<file path="config.mk">
export PLATFORM = sky130hd
export DESIGN_NAME = fetch_sequencer
export DESIGN_NICKNAME = d
export VERILOG_FILES = /design/src/rtl/fetch_sequencer.sv
export SDC_FILE = /design/constraint.sdc
export NUM_CORES = 1
export LEC_CHECK = 0
export BUFFER_PORTS_ARGS = -buffer_cell sky130_fd_sc_hd__buf_2
export CORE_AREA = 2 2 128 130
export DETAILED_ROUTE_END_ITERATION = 6
export DIE_AREA = 0 0 130 132
export GPL_ROUTABILITY_DRIVEN = 1
export PLACE_DENSITY = 0.76
export SKIP_LAST_GASP = 1
export SLEW_MARGIN = 20
export SYNTH_ARGS = -nofsm -noshare
export SYNTH_HDL_FRONTEND = slang
export SYNTH_SLANG_ARGS = --single-unit
</file>
<file path="constraint.sdc">
create_clock -name clk -period 3.1 [get_ports clk]
set_clock_uncertainty 0.05 [all_clocks]
set_input_delay 0.31 -clock clk [delete_from_list [all_inputs] [get_ports clk]]
set_output_delay 0.31 -clock clk [all_outputs]
set_load 0.01 [all_outputs]
</file>
<file path="src/rtl/fetch_sequencer.sv">
// Instruction-fetch sequencer: owns the PC, issues one request at a time to a variable-latency
// instruction memory, and handles freeze skid, branch redirect and wrong-path squash. Optional FETCH_PERF_EN.
module fetch_sequencer #(
    parameter int                   WORD_LEN = 32,
    parameter logic [WORD_LEN-1:0]  RESET_PC = '0
) (
    input  logic                clk,
    input  logic                rst,
    input  logic                freeze,
    input  logic                br_taken,
    input  logic [WORD_LEN-1:0] br_offset,
    output logic                imem_req,
    output logic [WORD_LEN-1:0] imem_addr,
    input  logic                imem_ready,
    input  logic [WORD_LEN-1:0] imem_rdata,
    output logic                if_valid,
    output logic [WORD_LEN-1:0] instruction,
    output logic [WORD_LEN-1:0] if_pc
`ifdef FETCH_PERF_EN
    ,
    output logic [31:0]         stall_cnt,
    output logic [31:0]         squash_cnt
`endif
);

    typedef enum logic [1:0] {
        ST_REQ  = 2'd0,
        ST_HOLD = 2'd1,
        ST_DROP = 2'd2
    } state_t;

    state_t                state_q, state_d;
    logic                  req_q, req_d;
    logic [WORD_LEN-1:0]   pc_q, pc_d;
    logic [WORD_LEN-1:0]   addr_q, addr_d;
    logic [WORD_LEN-1:0]   skid_q, skid_d;
    logic                  valid_q, valid_d;
    logic [WORD_LEN-1:0]   instr_q, instr_d;
    logic [WORD_LEN-1:0]   if_pc_q, if_pc_d;

    logic                  fetch_s;
    logic                  hit_s;
    logic [WORD_LEN-1:0]   pc_inc_s;
    logic [WORD_LEN-1:0]   target_s;

    // req_q is low only in the first cycle after reset, so a stale ready is ignored there
    assign fetch_s  = (state_q == ST_REQ) && req_q;
    assign hit_s    = fetch_s && imem_ready;
    assign pc_inc_s = pc_q + WORD_LEN'(4);
    assign target_s = pc_q + {br_offset[WORD_LEN-3:0], 2'b00};

    // State register
    always_ff @(posedge clk) begin
        if (rst) begin
            state_q <= ST_REQ;
        end else begin
            state_q <= state_d;
        end
    end

    // Next-state logic; redirect takes priority over freeze and ready
    always_comb begin
        state_d = state_q;
        case (state_q)
            ST_REQ: begin
                if (br_taken) begin
                    state_d = (fetch_s && !imem_ready) ? ST_DROP : ST_REQ;
                end else if (hit_s && freeze) begin
                    state_d = ST_HOLD;
                end else begin
                    state_d = ST_REQ;
                end
            end
            ST_HOLD: begin
                if (br_taken || !freeze) begin
                    state_d = ST_REQ;
                end else begin
                    state_d = ST_HOLD;
                end
            end
            ST_DROP: begin
                if (imem_ready) begin
                    state_d = ST_REQ;
                end else begin
                    state_d = ST_DROP;
                end
            end
            default: state_d = ST_REQ;
        endcase
    end

    // Output and datapath next values
    always_comb begin
        req_d   = (state_d != ST_HOLD);
        skid_d  = skid_q;
        valid_d = valid_q;
        instr_d = instr_q;
        if_pc_d = if_pc_q;
        if (br_taken) begin
            pc_d = target_s;
        end else if (hit_s) begin
            pc_d = pc_inc_s;
        end else begin
            pc_d = pc_q;
        end
        // DROP keeps presenting the abandoned address until memory answers
        addr_d = (state_d == ST_DROP) ? addr_q : pc_d;
        if (br_taken) begin
            valid_d = 1'b0;
            skid_d  = '0;
        end else begin
            case (state_q)
                ST_REQ: begin
                    if (hit_s && freeze) begin
                        skid_d = imem_rdata;
                    end else if (hit_s) begin
                        instr_d = imem_rdata;
                        if_pc_d = pc_inc_s;
                        valid_d = 1'b1;
                    end else if (!freeze) begin
                        valid_d = 1'b0;
                    end else begin
                        valid_d = valid_q;
                    end
                end
                ST_HOLD: begin
                    // pc_q already points past the skid word, so it is the skid word's pc+4
                    if (!freeze) begin
                        instr_d = skid_q;
                        if_pc_d = pc_q;
                        valid_d = 1'b1;
                    end else begin
                        valid_d = valid_q;
                    end
                end
                ST_DROP: valid_d = 1'b0;
                default: valid_d = 1'b0;
            endcase
        end
    end

    // Datapath registers
    always_ff @(posedge clk) begin
        if (rst) begin
            req_q   <= 1'b0;
            pc_q    <= RESET_PC;
            addr_q  <= RESET_PC;
            skid_q  <= '0;
            valid_q <= 1'b0;
            instr_q <= '0;
            if_pc_q <= '0;
        end else begin
            req_q   <= req_d;
            pc_q    <= pc_d;
            addr_q  <= addr_d;
            skid_q  <= skid_d;
            valid_q <= valid_d;
            instr_q <= instr_d;
            if_pc_q <= if_pc_d;
        end
    end

    assign imem_req    = req_q;
    assign imem_addr   = addr_q;
    assign if_valid    = valid_q;
    assign instruction = instr_q;
    assign if_pc       = if_pc_q;

`ifdef FETCH_PERF_EN
    logic [31:0] stall_cnt_q;
    logic [31:0] squash_cnt_q;
    logic        stall_s;
    logic        squash_s;

    assign stall_s  = req_q && !imem_ready;
    assign squash_s = (br_taken && (hit_s || (state_q == ST_HOLD)))
                   || ((state_q == ST_DROP) && imem_ready);

    // Saturating performance counters
    always_ff @(posedge clk) begin
        if (rst) begin
            stall_cnt_q  <= 32'd0;
            squash_cnt_q <= 32'd0;
        end else begin
            if (stall_s && (stall_cnt_q != 32'hFFFF_FFFF)) begin
                stall_cnt_q <= stall_cnt_q + 32'd1;
            end else begin
                stall_cnt_q <= stall_cnt_q;
            end
            if (squash_s && (squash_cnt_q != 32'hFFFF_FFFF)) begin
                squash_cnt_q <= squash_cnt_q + 32'd1;
            end else begin
                squash_cnt_q <= squash_cnt_q;
            end
        end
    end

    assign stall_cnt  = stall_cnt_q;
    assign squash_cnt = squash_cnt_q;
`endif

endmodule

</file>
==> results.md <==
* Status: complete, no violations
* Critical Path RT at ~3.4 ns
* Clock Path Buffers at 2
* Worst Path Arrival at 3.17 ns
* FF-to-FF End: pc_q[24]$_SDFF_PP0_
* Max-slew violations at 0
* Fin. Hold Viols at 0
* Share of layout cells above drive strength 1 at 20.8%
* Area contributors post-synth: dfxtp_1 (37%), nand2_1 (9.0%), nor2_1 (6.5%)
* YS warnings at 0
* # IOs at 167
* Initial antenna violation count at 0
* DR WL/cell at between 15 and 20 um
* HP Class: in -> reg
* Area delta synth->final at 20.7%
* Critical-path cell list: ha_1 > fa_1 > a211oi_2 > buf_4 > o21bai_1 > a21oi_2 > o21ai_2 > a221o_1 > nor2_2 > nor3_1 > mux2i_1 > or3_1
* Post-synth top area cell: dfxtp_1
* Distinct cell type count after synthesis at 71
* Worst-Skew Late Latency at 0.43 ns
* PwrDens at 578 nW/um^2
* Endpoints failing setup at 0
* Row count at 46
* Initial Util at 53.9%
* Slew HR at around half
* N_diodes at 0
* Max Fclk at between 300 and 400 MHz
* Initial DRC Count at 551
* Post-route DRC at 0
* Max incr delay on CP at 0.41 ns
* Crit. Startpoint: pc_q[2]$_SDFF_PP0_
* Total power at 0.00590 W
* Die height at about 130 um
* Hold endpoint: skid_q[30]$_SDFFE_PP0P_
* H-tree depth at 4
* Setup crit start kind: register
* CTS tree: yes
* Post-CTS sizing at 0
* Worst r2r src: pc_q[2]$_SDFF_PP0_
* Final nets at 1339
* R2R depth at 12
* CP max-delay cell: fa_1
* Top cell type's share of synthesized area at 37.3%
* RSZ-0062 raised after global routing: false
* Bufs and invs on worst path at 1
* First-pass GRT wire length at 37400 um
* Post-DRT Antenna Nets at 0
* Setup TNS at 0 ns
* Yosys reg bits at 158
* Core Util, Final at around two thirds
* CP top delay family: compound AO/OA/AOI/OAI gates
* Syn avg cell area at 7.74 um^2
* Synthesized area at about 8500 um^2
* Post-route cell area at 10200 um^2
* Least-Margin Pin Slew at roughly 0.74 ns
* CORE AREA at 15700 um^2
* Area of placed instances at between 9000 and 10000 um^2
* Crit end category: register
* WHS at a little over 0.07 ns
* Worst-path fanout max at 3
* Final wirelength at about 23000 um
* Die area at 17200 um^2
* Tmin final at 2.91 ns
* Pleak at approximately 4.2 nW
* Placer Congestion at 0.962
* Total GRT Usage at 27.1%
* Setup Buffers After CTS at 0
* Clock-pin slew on the worst setup and hold paths at 0.07 ns
* Synth async-reset ratio at 0%
* CTS Buf Count at 17
* WHS Path Cells at 3
* Clock sink total at 158
* Largest net degree at the start of global routing at 85
* Maximum vdd drop at 0.000374 V
* Hold path startpoint: imem_rdata[30]
* Sequential share of the synthesized area at 37.3%
* Period Utilization, post-route at 94.0%
* Number of flops mapped to enable cells by yosys at 0
* Routed vias at 8234
* R2R setup slack at about 0.19 ns
* DP Wirelength at 16500 um
* Die outline width at 130 um
* Vias in the first global route at 7478
* Setup CP Type: reg -> reg
* CTS Hold Bufs at 0
* # port buffers at 160
* Max Cap Viol at 0
* Vias per Instance at 5.61
* GRT overflow at 0
* Main synth FF type: dfxtp_1
* Root Driver: clkbuf_16
* Router iterations before antenna repair at 5
* Syn Inst Count at 1094
==> synthesized netlist by cell type, types with 5 or more instances <==
library cell,instances
nand3_1,26
a211oi_1,45
a21o_1,11
xnor2_1,34
xor2_1,42
nand4_1,13
a311oi_1,38
o21ai_1,11
nor2_1,147
nor2b_1,6
nand2_1,202
clkbuf_1,66
nor4_1,5
mux2i_1,5
and3_1,12
buf_4,5
or3_1,11
and2_1,6
a21oi_1,96
inv_1,9
o21ai_0,19
nor3_1,15
ha_1,30
nand2b_1,8
dfxtp_1,158
a31oi_1,8
o21bai_1,5
==> worst max path at each step <==
| stage | cells past startpoint | endpoint |
|---|---|---|
| 5_1_grt | 13 | imem_addr[26]$_SDFFE_PP0P_ |
| 4_1_cts | 12 | pc_q[24]$_SDFF_PP0_ |
| 3_3_place_gp | 13 | pc_q[24]$_SDFF_PP0_ |
| 2_1_floorplan | 11 | pc_q[24]$_SDFF_PP0_ |
| 3_5_place_dp | 13 | pc_q[24]$_SDFF_PP0_ |
| 6_report | 12 | pc_q[24]$_SDFF_PP0_ |
==> layout make-up <==
cell class,count,area (um^2)
Inverter,10,37.5
Clock buffer,18,439
Timing Repair Buffer,201,1140
Sequential cell,158,3160
Multi-Input combinational cell,851,5000
Clock inverter,14,174
Tap cell,216,270
Fill cell,1429,5490
==> cells in the final DEF, fill, tap and decap left out, types with 6 or more instances in the layout <==
| master | synthesis | final |
|---|---|---|
| xnor2_1 | 34 | 34 |
| o21ai_1 | 11 | 10 |
| or3_1 | 11 | 11 |
| nand4_1 | 13 | 13 |
| a21oi_1 | 96 | 95 |
| a311oi_1 | 38 | 38 |
| xor2_1 | 42 | 42 |
| buf_2 | 2 | 159 |
| nand2b_1 | 8 | 8 |
| buf_4 | 5 | 40 |
| ha_1 | 30 | 30 |
| nor3_1 | 15 | 14 |
| and2_1 | 6 | 6 |
| a31oi_1 | 8 | 7 |
| nand2_1 | 202 | 201 |
| a21o_1 | 11 | 11 |
| o21ai_0 | 19 | 19 |
| and3_1 | 12 | 12 |
| nor2_1 | 147 | 146 |
| clkbuf_16 | 0 | 17 |
| inv_1 | 9 | 9 |
| a211oi_1 | 45 | 44 |
| nand3_1 | 26 | 26 |
| dfxtp_1 | 158 | 158 |
==> per-layer routing <==
| layer | share of wire [%] | GRT usage [%] | up-vias |
|---|---|---|---|
| met2 | 47 | 42.7 | 278 |
| met3 | 5.5 | 4.42 | 39 |
| met5 | 0 | 0 | - |
| met1 | 45 | 37.3 | 3799 |
| met4 | 2.1 | 9.74 | 0 |
| li1 | - | - | 4118 |
==> through the flow <==
stage	std cells	setup WS, ns
2_1_floorplan	1097	0.234
3_3_place_gp	1436	0.0221
5_1_grt	1468	0.00370
3_5_place_dp	1436	-0.0217
6_report	1468	0.186
4_1_cts	1468	0.0845
==> state kept, by name (all words and copies together), names as in the netlist <==
name	flops
if_pc	30
if_valid	1
imem_addr	30
imem_req	1
instruction	32
pc_q	30
skid_q	32
state_q	2
==> tightest hold or removal path, delay by kind of cell <==
kind,cells,cell delay [ns]
simple gates,1,0.05
buf+inv,1,0.10
compound gates,1,0.05
==> power by group <==
group	switching, W	internal, W
Clock	0.000938	0.00124
Sequential	0.000118	0.00218
Combinational	0.000832	0.000594
==> logic make-up (layout without fill, tap and decap cells) <==
family | Yosys count | count (layout) | share of synthesized area [%]
mux | 6 | 6 | 0.724
buf+inv | 88 | 243 | 4.24
flops | 158 | 158 | 37.3
fa+ha+maj | 31 | 31 | 4.67
compound gates | 261 | 261 | 20.3
other cells | 1 | 4 | 0.0443
xor+xnor | 76 | 76 | 7.86
simple gates | 473 | 473 | 24.8
Power figures use the tool's default switching activity.
